## src/rtl/character_recognition.sv

```systemverilog
// character_recognition: serial matcher for "OPENWINDOW"/"CLOSEWINDOW" driving a registered window flag.
// The "WINDOW" tail is shared by both commands; dir remembers which word led into it.
module character_recognition (
    input  logic       clk,
    input  logic       rst_n,
    input  logic [7:0] ascii,
    output logic       window
);
    typedef enum logic [3:0] {
        IDLE, S_O, S_OP, S_OPE, S_C, S_CL, S_CLO, S_CLOS,
        S_STEM, S_W, S_WI, S_WIN, S_WIND, S_WINDO
    } state_t;
    state_t state;
    state_t start;
    logic   dir;
    // on any mismatch the current character may itself begin a new word
    assign start = ascii == "O" ? S_O : ascii == "C" ? S_C : IDLE;
    always_ff @(posedge clk or negedge rst_n) begin
        if (!rst_n) begin
            state  <= IDLE;
            dir    <= 1'b0;
            window <= 1'b0;
        end else begin
            case (state)
                S_O:    state <= ascii == "P" ? S_OP : start;
                S_OP:   state <= ascii == "E" ? S_OPE : start;
                S_OPE: begin
                    state <= ascii == "N" ? S_STEM : start;
                    if (ascii == "N") dir <= 1'b1;
                end
                S_C:    state <= ascii == "L" ? S_CL : start;
                S_CL:   state <= ascii == "O" ? S_CLO : start;
                S_CLO:  state <= ascii == "S" ? S_CLOS : start;
                S_CLOS: begin
                    state <= ascii == "E" ? S_STEM : start;
                    if (ascii == "E") dir <= 1'b0;
                end
                S_STEM: state <= ascii == "W" ? S_W : start;
                S_W:    state <= ascii == "I" ? S_WI : start;
                S_WI:   state <= ascii == "N" ? S_WIN : start;
                S_WIN:  state <= ascii == "D" ? S_WIND : start;
                S_WIND: state <= ascii == "O" ? S_WINDO : start;
                S_WINDO: begin
                    state <= ascii == "W" ? IDLE : start;
                    if (ascii == "W") window <= dir;
                end
                default: state <= start;
            endcase
        end
    end
endmodule

```

## config.mk

```make
export PLATFORM = sky130hd
export DESIGN_NAME = character_recognition
export DESIGN_NICKNAME = d
export VERILOG_FILES = /design/src/rtl/character_recognition.sv
export SDC_FILE = /design/constraint.sdc
export NUM_CORES = 1
export LEC_CHECK = 0
export BUFFER_PORTS_ARGS = -buffer_cell sky130_fd_sc_hd__buf_4
export CELL_PAD_IN_SITES_DETAIL_PLACEMENT = 1
export CELL_PAD_IN_SITES_GLOBAL_PLACEMENT = 1
export CORE_MARGIN = 10
export CORE_UTILIZATION = 42
export CTS_BUF_LIST = sky130_fd_sc_hd__clkbuf_16
export CTS_CLUSTER_SIZE = 20
export DETAILED_ROUTE_END_ITERATION = 12
export PLACE_DENSITY = 0.88
export SYNTH_ARGS = -nofsm -noshare
export SYNTH_HDL_FRONTEND = slang
export SYNTH_SLANG_ARGS = --single-unit
```

## constraint.sdc

```tcl
create_clock -name clk -period 3.2 [get_ports clk]
set_clock_uncertainty 0.15 [all_clocks]
set_input_delay 0.48 -clock clk [delete_from_list [all_inputs] [get_ports clk]]
set_output_delay 0.48 -clock clk [all_outputs]
set_load 0.03 [all_outputs]
```

==> summary.json, run 1 <==
{
  "leakage": {"value": 0.2935, "unit": "nW"},
  "grt_max_degree": {"value": 18},
  "ys_ff_latch": {"value": 6},
  "initial_utilization": {"value": 44.35, "unit": "%"},
  "cts_sinks": {"value": 6},
  "design.core.area": {"value": 1727, "unit": "µm²"},
  "irDropWorstVdd": {"value": 0.2506, "unit": "mV"},
  "cts_resized": {"value": 0},
  "clkLatencyLatePin": {"value": 240, "unit": "ps"},
  "synth_cell_type_count": {"value": 45},
  "synth-seq-area-share": {"value": 19.61, "unit": "%"},
  "first_global_vias": {"value": 970},
  "synth_edf_count": {"value": 0},
  "postSynth.topFlopCell": {"value": "sky130_fd_sc_hd__dfrtp_1"},
  "drt-vias-per-instance": {"value": 7.090},
  "asyncSetResetFlopFracSynth": {"value": 100.0, "unit": "%"},
  "tritoncts": {"value": "built"},
  "relSlewSlack": {"value": 39.56, "unit": "%"},
  "worst_slew_pin_slew": {"value": 894.0, "unit": "ps"},
  "setup_ws": {"value": 672.8, "unit": "ps"},
  "placer_s_final_routability_congestion_estimate": {"value": 0.9826},
  "grt_first_pass_wirelength": {"value": 5057, "unit": "µm"},
  "number_of_standard_cells_in_the_final_layout_excluding_fillers": {"value": 133},
  "initialDrtViolationCount": {"value": 73},
  "area_growth_syn_to_layout": {"value": 20.92, "unit": "%"},
  "synth_top_area_share": {"value": 19.61, "unit": "%"},
  "die_h": {"value": 62.70, "unit": "µm"},
  "run_status": {"value": "finished clean"},
  "timing.critical_path.from": {"value": "ascii[7]"},
  "slew_viol_final": {"value": 0},
  "critPathSlowestCell": {"value": "sky130_fd_sc_hd__nor4b_1"},
  "cell_type_group_with_the_largest_total_delay_on_the_critical_path": {"value": "simple AND/OR/NAND/NOR gates"},
  "globalRouteTotalUtil": {"value": 16.21, "unit": "%"},
  "synthesis.instances": {"value": 102},
  "drcViolationCount": {"value": 0},
  "wl_per_cell": {"value": 23.57, "unit": "µm"},
  "synth_area_leaders": {"value": "sky130_fd_sc_hd__dfrtp_1 (20%), sky130_fd_sc_hd__nor2_1 (6.4%), sky130_fd_sc_hd__nand2b_1 (5.7%), sky130_fd_sc_hd__nand4b_1 (4.6%), sky130_fd_sc_hd__a31oi_1 (4.1%)"},
  "antenna_cells_inserted": {"value": 0},
  "cts_root_buf": {"value": "sky130_fd_sc_hd__clkbuf_16"},
  "worst_setup_path_end_kind": {"value": "register"},
  "synth.cell_area": {"value": 765.7, "unit": "µm²"},
  "powerDensity": {"value": 348.3, "unit": "nW/µm²"},
  "routed_via_count": {"value": 943},
  "number_of_hold_violations_in_the_final_report": {"value": 0},
  "num-nets-final": {"value": 120},
  "boundaryPins": {"value": 11},
  "placementRows": {"value": 15},
  "hold_path.class": {"value": "reg -> reg"},
  "avgSynthCellArea": {"value": 7.507, "unit": "µm²"},
  "drt-pass1-iter-count": {"value": 4},
  "dpl_worst_slack": {"value": 603.6, "unit": "ps"},
  "clkSlewWorstSetupHoldPaths": {"value": 30, "unit": "ps"},
  "final_antenna_net_count": {"value": 0},
  "wirelength": {"value": 3135, "unit": "µm"},
  "tns": {"value": 0, "unit": "ps"},
  "worst_path_max_stage_delay": {"value": 790, "unit": "ps"},
  "grt_setup_unrepaired": {"value": "false"},
  "grt_antenna_before_repair": {"value": 0},
  "timing.setup.critical_path_class": {"value": "in -> reg"},
  "final_min_period_over_clock_period": {"value": 78.98, "unit": "%"},
  "hp-start": {"value": "window$_DFFE_PN0P_"},
  "critical_path.n_buffers_inverters": {"value": 1},
  "synth-warning-count": {"value": 0},
  "dp_hpwl": {"value": 2097, "unit": "µm"},
  "overflow_after_grt": {"value": 0},
  "h-tree-depth": {"value": 1},
  "highest_achievable_clock_rate": {"value": 0.3957, "unit": "GHz"},
  "setup_violations": {"value": 0},
  "cp.required": {"value": 3130, "unit": "ps"},
  "dp.cells": {"value": 129},
  "die_area": {"value": 3931, "unit": "µm²"},
  "clock_tree.buffer_depth": {"value": 2},
  "maxCapViolCount": {"value": 0},
  "worst-path-max-fanout": {"value": 4},
  "clock_buffers_created_by_tritoncts": {"value": 3},
  "critical_path.startpoint_type": {"value": "input pin"},
  "placement.io_buffers": {"value": 10},
  "timing.critical_path.cells": {"value": "buf_4 -> nor4b_1 -> nand4b_1 -> o2111a_1 -> o32ai_2 -> o311ai_1"},
  "mappedNetlistNets": {"value": 112},
  "share_of_cells_above_drive_strength_1": {"value": 17.59, "unit": "%"},
  "die_width": {"value": 62.70, "unit": "µm"},
  "cell_taking_the_most_area_after_synthesis": {"value": "sky130_fd_sc_hd__dfrtp_1"},
  "layout_min_cycle_time": {"value": 2527, "unit": "ps"},
  "rr_startpoint": {"value": "state[3]$_DFF_PN0_"},
  "crit_arrival": {"value": 2460, "unit": "ps"}
}
[placed cells by master (no fill, tap or decap), types with 2 or more instances in the layout]
master                      netlist  routed
sky130_fd_sc_hd__clkbuf_16        0       3
sky130_fd_sc_hd__a31oi_1          5       5
sky130_fd_sc_hd__nor4b_1          2       2
sky130_fd_sc_hd__nor4_1           2       2
sky130_fd_sc_hd__a2111oi_0        2       2
sky130_fd_sc_hd__nand3b_1         2       2
sky130_fd_sc_hd__nand4b_1         4       4
sky130_fd_sc_hd__inv_1            2       2
sky130_fd_sc_hd__nand4_1          2       2
sky130_fd_sc_hd__a21oi_1          2       2
sky130_fd_sc_hd__nor2_1          13      13
sky130_fd_sc_hd__nand2b_1         7       7
sky130_fd_sc_hd__nor3_1           4       4
sky130_fd_sc_hd__o22ai_1          2       2
sky130_fd_sc_hd__nand2_1          8       8
sky130_fd_sc_hd__dfrtp_1          6       6
sky130_fd_sc_hd__buf_4            0      10
sky130_fd_sc_hd__or4_1            3       3
sky130_fd_sc_hd__o21ai_0          2       2
[path summary, 6_finish.rpt]
| kind | end | slack, ps | depth (start not counted) |
|---|---|---|---|
| worst max-delay path | state[2]$_DFF_PN0_ | 670 | 6 |
| worst min-delay path | window$_DFFE_PN0P_ | 370 | 1 |
| worst max register to register | state[2]$_DFF_PN0_ | 980 | 4 |
| worst min register to register | window$_DFFE_PN0P_ | 370 | 1 |
| max in group asynchronous | window$_DFFE_PN0P_ | 2330 | 2 |
| min in group asynchronous | dir$_DFFE_PN0P_ | 450 | 2 |
[report_power, final]
group | internal (mW) | switching [mW] | leakage (nW)
clock | 0.161 | 0.0499 | 0.0370
sequential | 0.0764 | 0.000306 | 0.0838
combinational | 0.0149 | 0.0198 | 0.173
[through the flow]
step | instance area (µm²) | hold slack (ps) | utilization [%] | total power [mW]
after floorplan | 765.7 | 34.41 | - | 0.09267
after CTS | 925.9 | 371.8 | 53.62 | 0.3249
final | 925.9 | 368.3 | 53.62 | 0.3225
after global placement | 840.8 | 138.3 | 48.70 | 0.1085
after global routing | 925.9 | 399.0 | 53.62 | 0.3368
after detailed placement | 840.8 | 140.6 | 48.70 | 0.1097
[final cells by class]
type	instances	area [µm²]
fillers	219	800.8
well taps	25	31.28
repair buffers	11	85.08
inverters	2	7.507
flip-flops and latches	6	150.1
multi-input cells	86	576.8
clock buffers	3	75.07
[state kept, by name, indices dropped and copies added (netlist names)]
| signal | count |
|---|---|
| dir | 1 |
| state | 4 |
| window | 1 |
[layer usage]
metal	share of wire [%]	GRT usage (%)	vias to the layer above
met5	0	0	-
met4	6.1	13.97	0
met3	7.8	2.509	18
met2	47	24.87	59
met1	39	19.10	447
li1	-	-	419
[timing repair]
action                    CTS  global route
hold buffers                1             0
hold endpoints to repair    6             0
setup buffers               0             0
[cells by family after synthesis]
group | synth area share [%]
muxes | 2.778
DFF | 19.61
AOI/OAI and AO/OA | 29.25
xor gates and xnor gates | 1.144
and+or+nand+nor | 42.16
buffers and inverters | 5.066
[cells in the mapped netlist (3+ instances only)]
cell                       count
sky130_fd_sc_hd__nand4b_1      4
sky130_fd_sc_hd__clkbuf_1      7
sky130_fd_sc_hd__nor2_1       13
sky130_fd_sc_hd__nor3_1        4
sky130_fd_sc_hd__a31oi_1       5
sky130_fd_sc_hd__nand2_1       8
sky130_fd_sc_hd__or4_1         3
sky130_fd_sc_hd__dfrtp_1       6
sky130_fd_sc_hd__nand2b_1      7
Note: power is estimated with default switching activity, not from simulation.
==> inputs of run 2 (changes only) <==
--- a/config.mk
+++ b/config.mk
@@ -9,11 +9,11 @@
 export CELL_PAD_IN_SITES_DETAIL_PLACEMENT = 1
 export CELL_PAD_IN_SITES_GLOBAL_PLACEMENT = 1
 export CORE_MARGIN = 10
-export CORE_UTILIZATION = 42
+export CORE_UTILIZATION = 40
 export CTS_BUF_LIST = sky130_fd_sc_hd__clkbuf_16
 export CTS_CLUSTER_SIZE = 20
 export DETAILED_ROUTE_END_ITERATION = 12
-export PLACE_DENSITY = 0.88
+export PLACE_DENSITY = 0.85
 export SYNTH_ARGS = -nofsm -noshare
 export SYNTH_HDL_FRONTEND = slang
 export SYNTH_SLANG_ARGS = --single-unit
==> constraint.sdc (replaced) <==
create_clock -name clk -period 2.6 [get_ports clk]
set_clock_uncertainty 0.15 [all_clocks]
set_input_delay 0.39 -clock clk [delete_from_list [all_inputs] [get_ports clk]]
set_output_delay 0.39 -clock clk [all_outputs]
set_load 0.03 [all_outputs]
==> summary.json, run 2 (same netlist as run 1, synthesis figures left out) <==
{
  "die_width": {"value": 63.76, "unit": "µm", "change": "+1.7%"},
  "postPlaceCellArea": {"value": 855.8, "unit": "µm²", "change": "+1.8%"},
  "clkLatencyLatePin": {"value": 230, "unit": "ps", "change": "about the same"},
  "leakage": {"value": 0.3030, "unit": "nW", "change": "+3.2%"},
  "antenna_cells_inserted": {"value": 0, "change": "unchanged"},
  "share_of_cells_above_drive_strength_1": {"value": 19.09, "unit": "%", "change": "+1.5 points"},
  "cts_root_buf": {"value": "sky130_fd_sc_hd__clkbuf_16"},
  "hold_path.class": {"value": "in -> async"},
  "grt_util_met1": {"value": 17.22, "unit": "%", "change": "-1.9 points"},
  "most_frequent_cells_in_the_layout": {"value": "sky130_fd_sc_hd__nor2_1 (13), sky130_fd_sc_hd__buf_4 (12), sky130_fd_sc_hd__nand2_1 (8)"},
  "cts_resized": {"value": 0, "change": "unchanged"},
  "cts_setup_buffers": {"value": 0, "change": "unchanged"},
  "cp.required": {"value": 2530, "unit": "ps", "change": "-600 ps"},
  "irDropWorstVdd": {"value": 0.3783, "unit": "mV", "change": "+51%"},
  "grt_setup_unrepaired": {"value": "false"},
  "worst_slew_pin_slew": {"value": 568.0, "unit": "ps", "change": "-325.9 ps"},
  "drt-vias-per-instance": {"value": 6.756, "change": "-4.7%"},
  "run_status": {"value": "finished clean"},
  "initial_utilization": {"value": 43.40, "unit": "%", "change": "-0.94 points"},
  "first_global_vias": {"value": 853, "change": "-12%"},
  "die_h": {"value": 63.76, "unit": "µm", "change": "+1.7%"},
  "die_area": {"value": 4065, "unit": "µm²", "change": "+3.4%"},
  "overflow_after_grt": {"value": 0, "change": "unchanged"},
  "relSlewSlack": {"value": 61.78, "unit": "%", "change": "+22 points"},
  "regMostFlops": {"value": "state"},
  "layout.cells.most_common": {"value": "sky130_fd_sc_hd__nor2_1"},
  "critical_path.startpoint_type": {"value": "input pin"},
  "timing.setup.critical_path_class": {"value": "in -> reg"},
  "tns": {"value": 0, "unit": "ps", "change": "unchanged"},
  "placement.io_buffers": {"value": 10, "change": "unchanged"},
  "drt-pass1-iter-count": {"value": 4, "change": "unchanged"},
  "placer_s_final_routability_congestion_estimate": {"value": 0.9838, "change": "+0.12%"},
  "cts_sinks": {"value": 6, "change": "unchanged"},
  "final_antenna_net_count": {"value": 0, "change": "unchanged"},
  "final_design_area_no_fill": {"value": 940.9, "unit": "µm²", "change": "+1.6%"},
  "timing.critical_path.cells": {"value": "buf_4 -> or4b_4 -> or4_1 -> o2111a_1 -> o32ai_2 -> o311ai_1"},
  "nFillCells": {"value": 239, "change": "+9.1%"},
  "number_of_hold_violations_in_the_final_report": {"value": 0, "change": "unchanged"},
  "wirelength": {"value": 2675, "unit": "µm", "change": "-15%"},
  "crit_arrival": {"value": 2180, "unit": "ps", "change": "-280 ps"},
  "design.core.area": {"value": 1764, "unit": "µm²", "change": "+2.2%"},
  "clkSlewWorstSetupHoldPaths": {"value": 30, "unit": "ps", "change": "about the same"},
  "critPathSlowestCell": {"value": "sky130_fd_sc_hd__or4b_4"},
  "worst_setup_path_end_kind": {"value": "register"},
  "setup_violations": {"value": 0, "change": "unchanged"},
  "h-tree-depth": {"value": 1, "change": "unchanged"},
  "tritoncts": {"value": "built"},
  "routed_via_count": {"value": 912, "change": "-3.3%"},
  "maxCapViolCount": {"value": 0, "change": "unchanged"},
  "largestRegisters": {"value": "state x4, dir x1, window x1"},
  "worst_path_max_stage_delay": {"value": 570, "unit": "ps", "change": "-220 ps"},
  "drcViolationCount": {"value": 0, "change": "unchanged"},
  "globalRouteTotalUtil": {"value": 13.21, "unit": "%", "change": "-3.0 points"},
  "busiest_layer": {"value": "met2"},
  "grt_first_pass_wirelength": {"value": 4436, "unit": "µm", "change": "-12%"},
  "wl_per_cell": {"value": 19.81, "unit": "µm", "change": "-16%"},
  "grt_util_met3": {"value": 2.787, "unit": "%", "change": "+0.28 points"},
  "layout_min_cycle_time": {"value": 2252, "unit": "ps"},
  "powerDensity": {"value": 404.9, "unit": "nW/µm²", "change": "+16%"},
  "placementRows": {"value": 15, "change": "unchanged"},
  "grt_max_degree": {"value": 18, "change": "unchanged"},
  "clock_tree.buffer_depth": {"value": 2, "change": "unchanged"},
  "worst-path-max-fanout": {"value": 6, "change": "+2"},
  "highest_achievable_clock_rate": {"value": 0.4441, "unit": "GHz"},
  "clock_buffers_created_by_tritoncts": {"value": 3, "change": "unchanged"},
  "slew_viol_final": {"value": 0, "change": "unchanged"},
  "boundaryPins": {"value": 11, "change": "unchanged"},
  "initialDrtViolationCount": {"value": 47, "change": "-36%"},
  "grt_antenna_before_repair": {"value": 0, "change": "unchanged"},
  "final_min_period_over_clock_period": {"value": 86.61, "unit": "%"},
  "gr-usage-met2": {"value": 21.11, "unit": "%", "change": "-3.8 points"},
  "dp_hpwl": {"value": 1982, "unit": "µm", "change": "-5.5%"},
  "largest_reg_flops": {"value": 4, "change": "unchanged"},
  "num-nets-final": {"value": 122, "change": "+1.7%"},
  "area_growth_syn_to_layout": {"value": 22.88, "unit": "%"}
}
-- run 2: what timing repair did --
action / in CTS / in global routing
setup endpoints to repair: 0 / 0
hold endpoints to repair: 6 / 0
hold buffers: 1 / 0
-- run 2: metal layers --
layer	part of all wire (%)	wire, µm
met1	44	1181
met2	49	1301
met3	6.5	174
met4	0.67	18
met5	0	0
-- run 2: final cells by class --
class / instances / area (µm²) / share of cell area, %
Clock buffer: 3 / 75.07 / 7.979
Inverter: 2 / 7.507 / 0.7979
Multi-Input combinational cell: 86 / 576.8 / 61.30
Sequential cell: 6 / 150.1 / 15.96
Tap cell: 25 / 31.28 / 3.324
Timing Repair Buffer: 13 / 100.1 / 10.64
-- run 2: path summary, 6_finish.rpt --
path                               startpoint            endpoint  slack (ps)  cells past startpoint
min in group clk              dir$_DFFE_PN0P_     dir$_DFFE_PN0P_         390                      1
hold / removal                          rst_n     dir$_DFFE_PN0P_         370                      2
setup reg to reg           state[3]$_DFF_PN0_  state[2]$_DFF_PN0_         510                      5
hold reg to reg               dir$_DFFE_PN0P_     dir$_DFFE_PN0P_         390                      1
setup / recovery                     ascii[5]  state[2]$_DFF_PN0_         350                      6
max in group asynchronous               rst_n  state[0]$_DFF_PN0_        1820                      2
-- run 2: critical path: cells and delay by family --
family	cells	cell delay (ps)
AOI/OAI and AO/OA	3	550
buffers and inverters	1	130
and+or+nand+nor	2	1100
-- run 2: power by group --
group | total [mW] | leakage (nW) | switching, mW | internal (mW)
registers | 0.0945 | 0.0838 | 0.000371 | 0.0942
clock network | 0.245 | 0.0370 | 0.0483 | 0.197
logic | 0.0412 | 0.182 | 0.0224 | 0.0188
total | 0.381 | 0.303 | 0.0711 | 0.310
-- run 2: through the flow --
stage          setup slack (ps)  hold slack [ps]  util, %  std cells  total power [mW]
2_1_floorplan             365.8           -55.59        -        102            0.1141
3_3_place_gp              157.1            47.49    48.51        131            0.1337
3_5_place_dp              123.7            49.18    48.51        131            0.1348
4_1_cts                   356.6            372.8    53.33        135            0.3864
5_1_grt                   282.0            384.0    53.33        135            0.4004
6_report                  348.1            366.3    53.33        135            0.3810
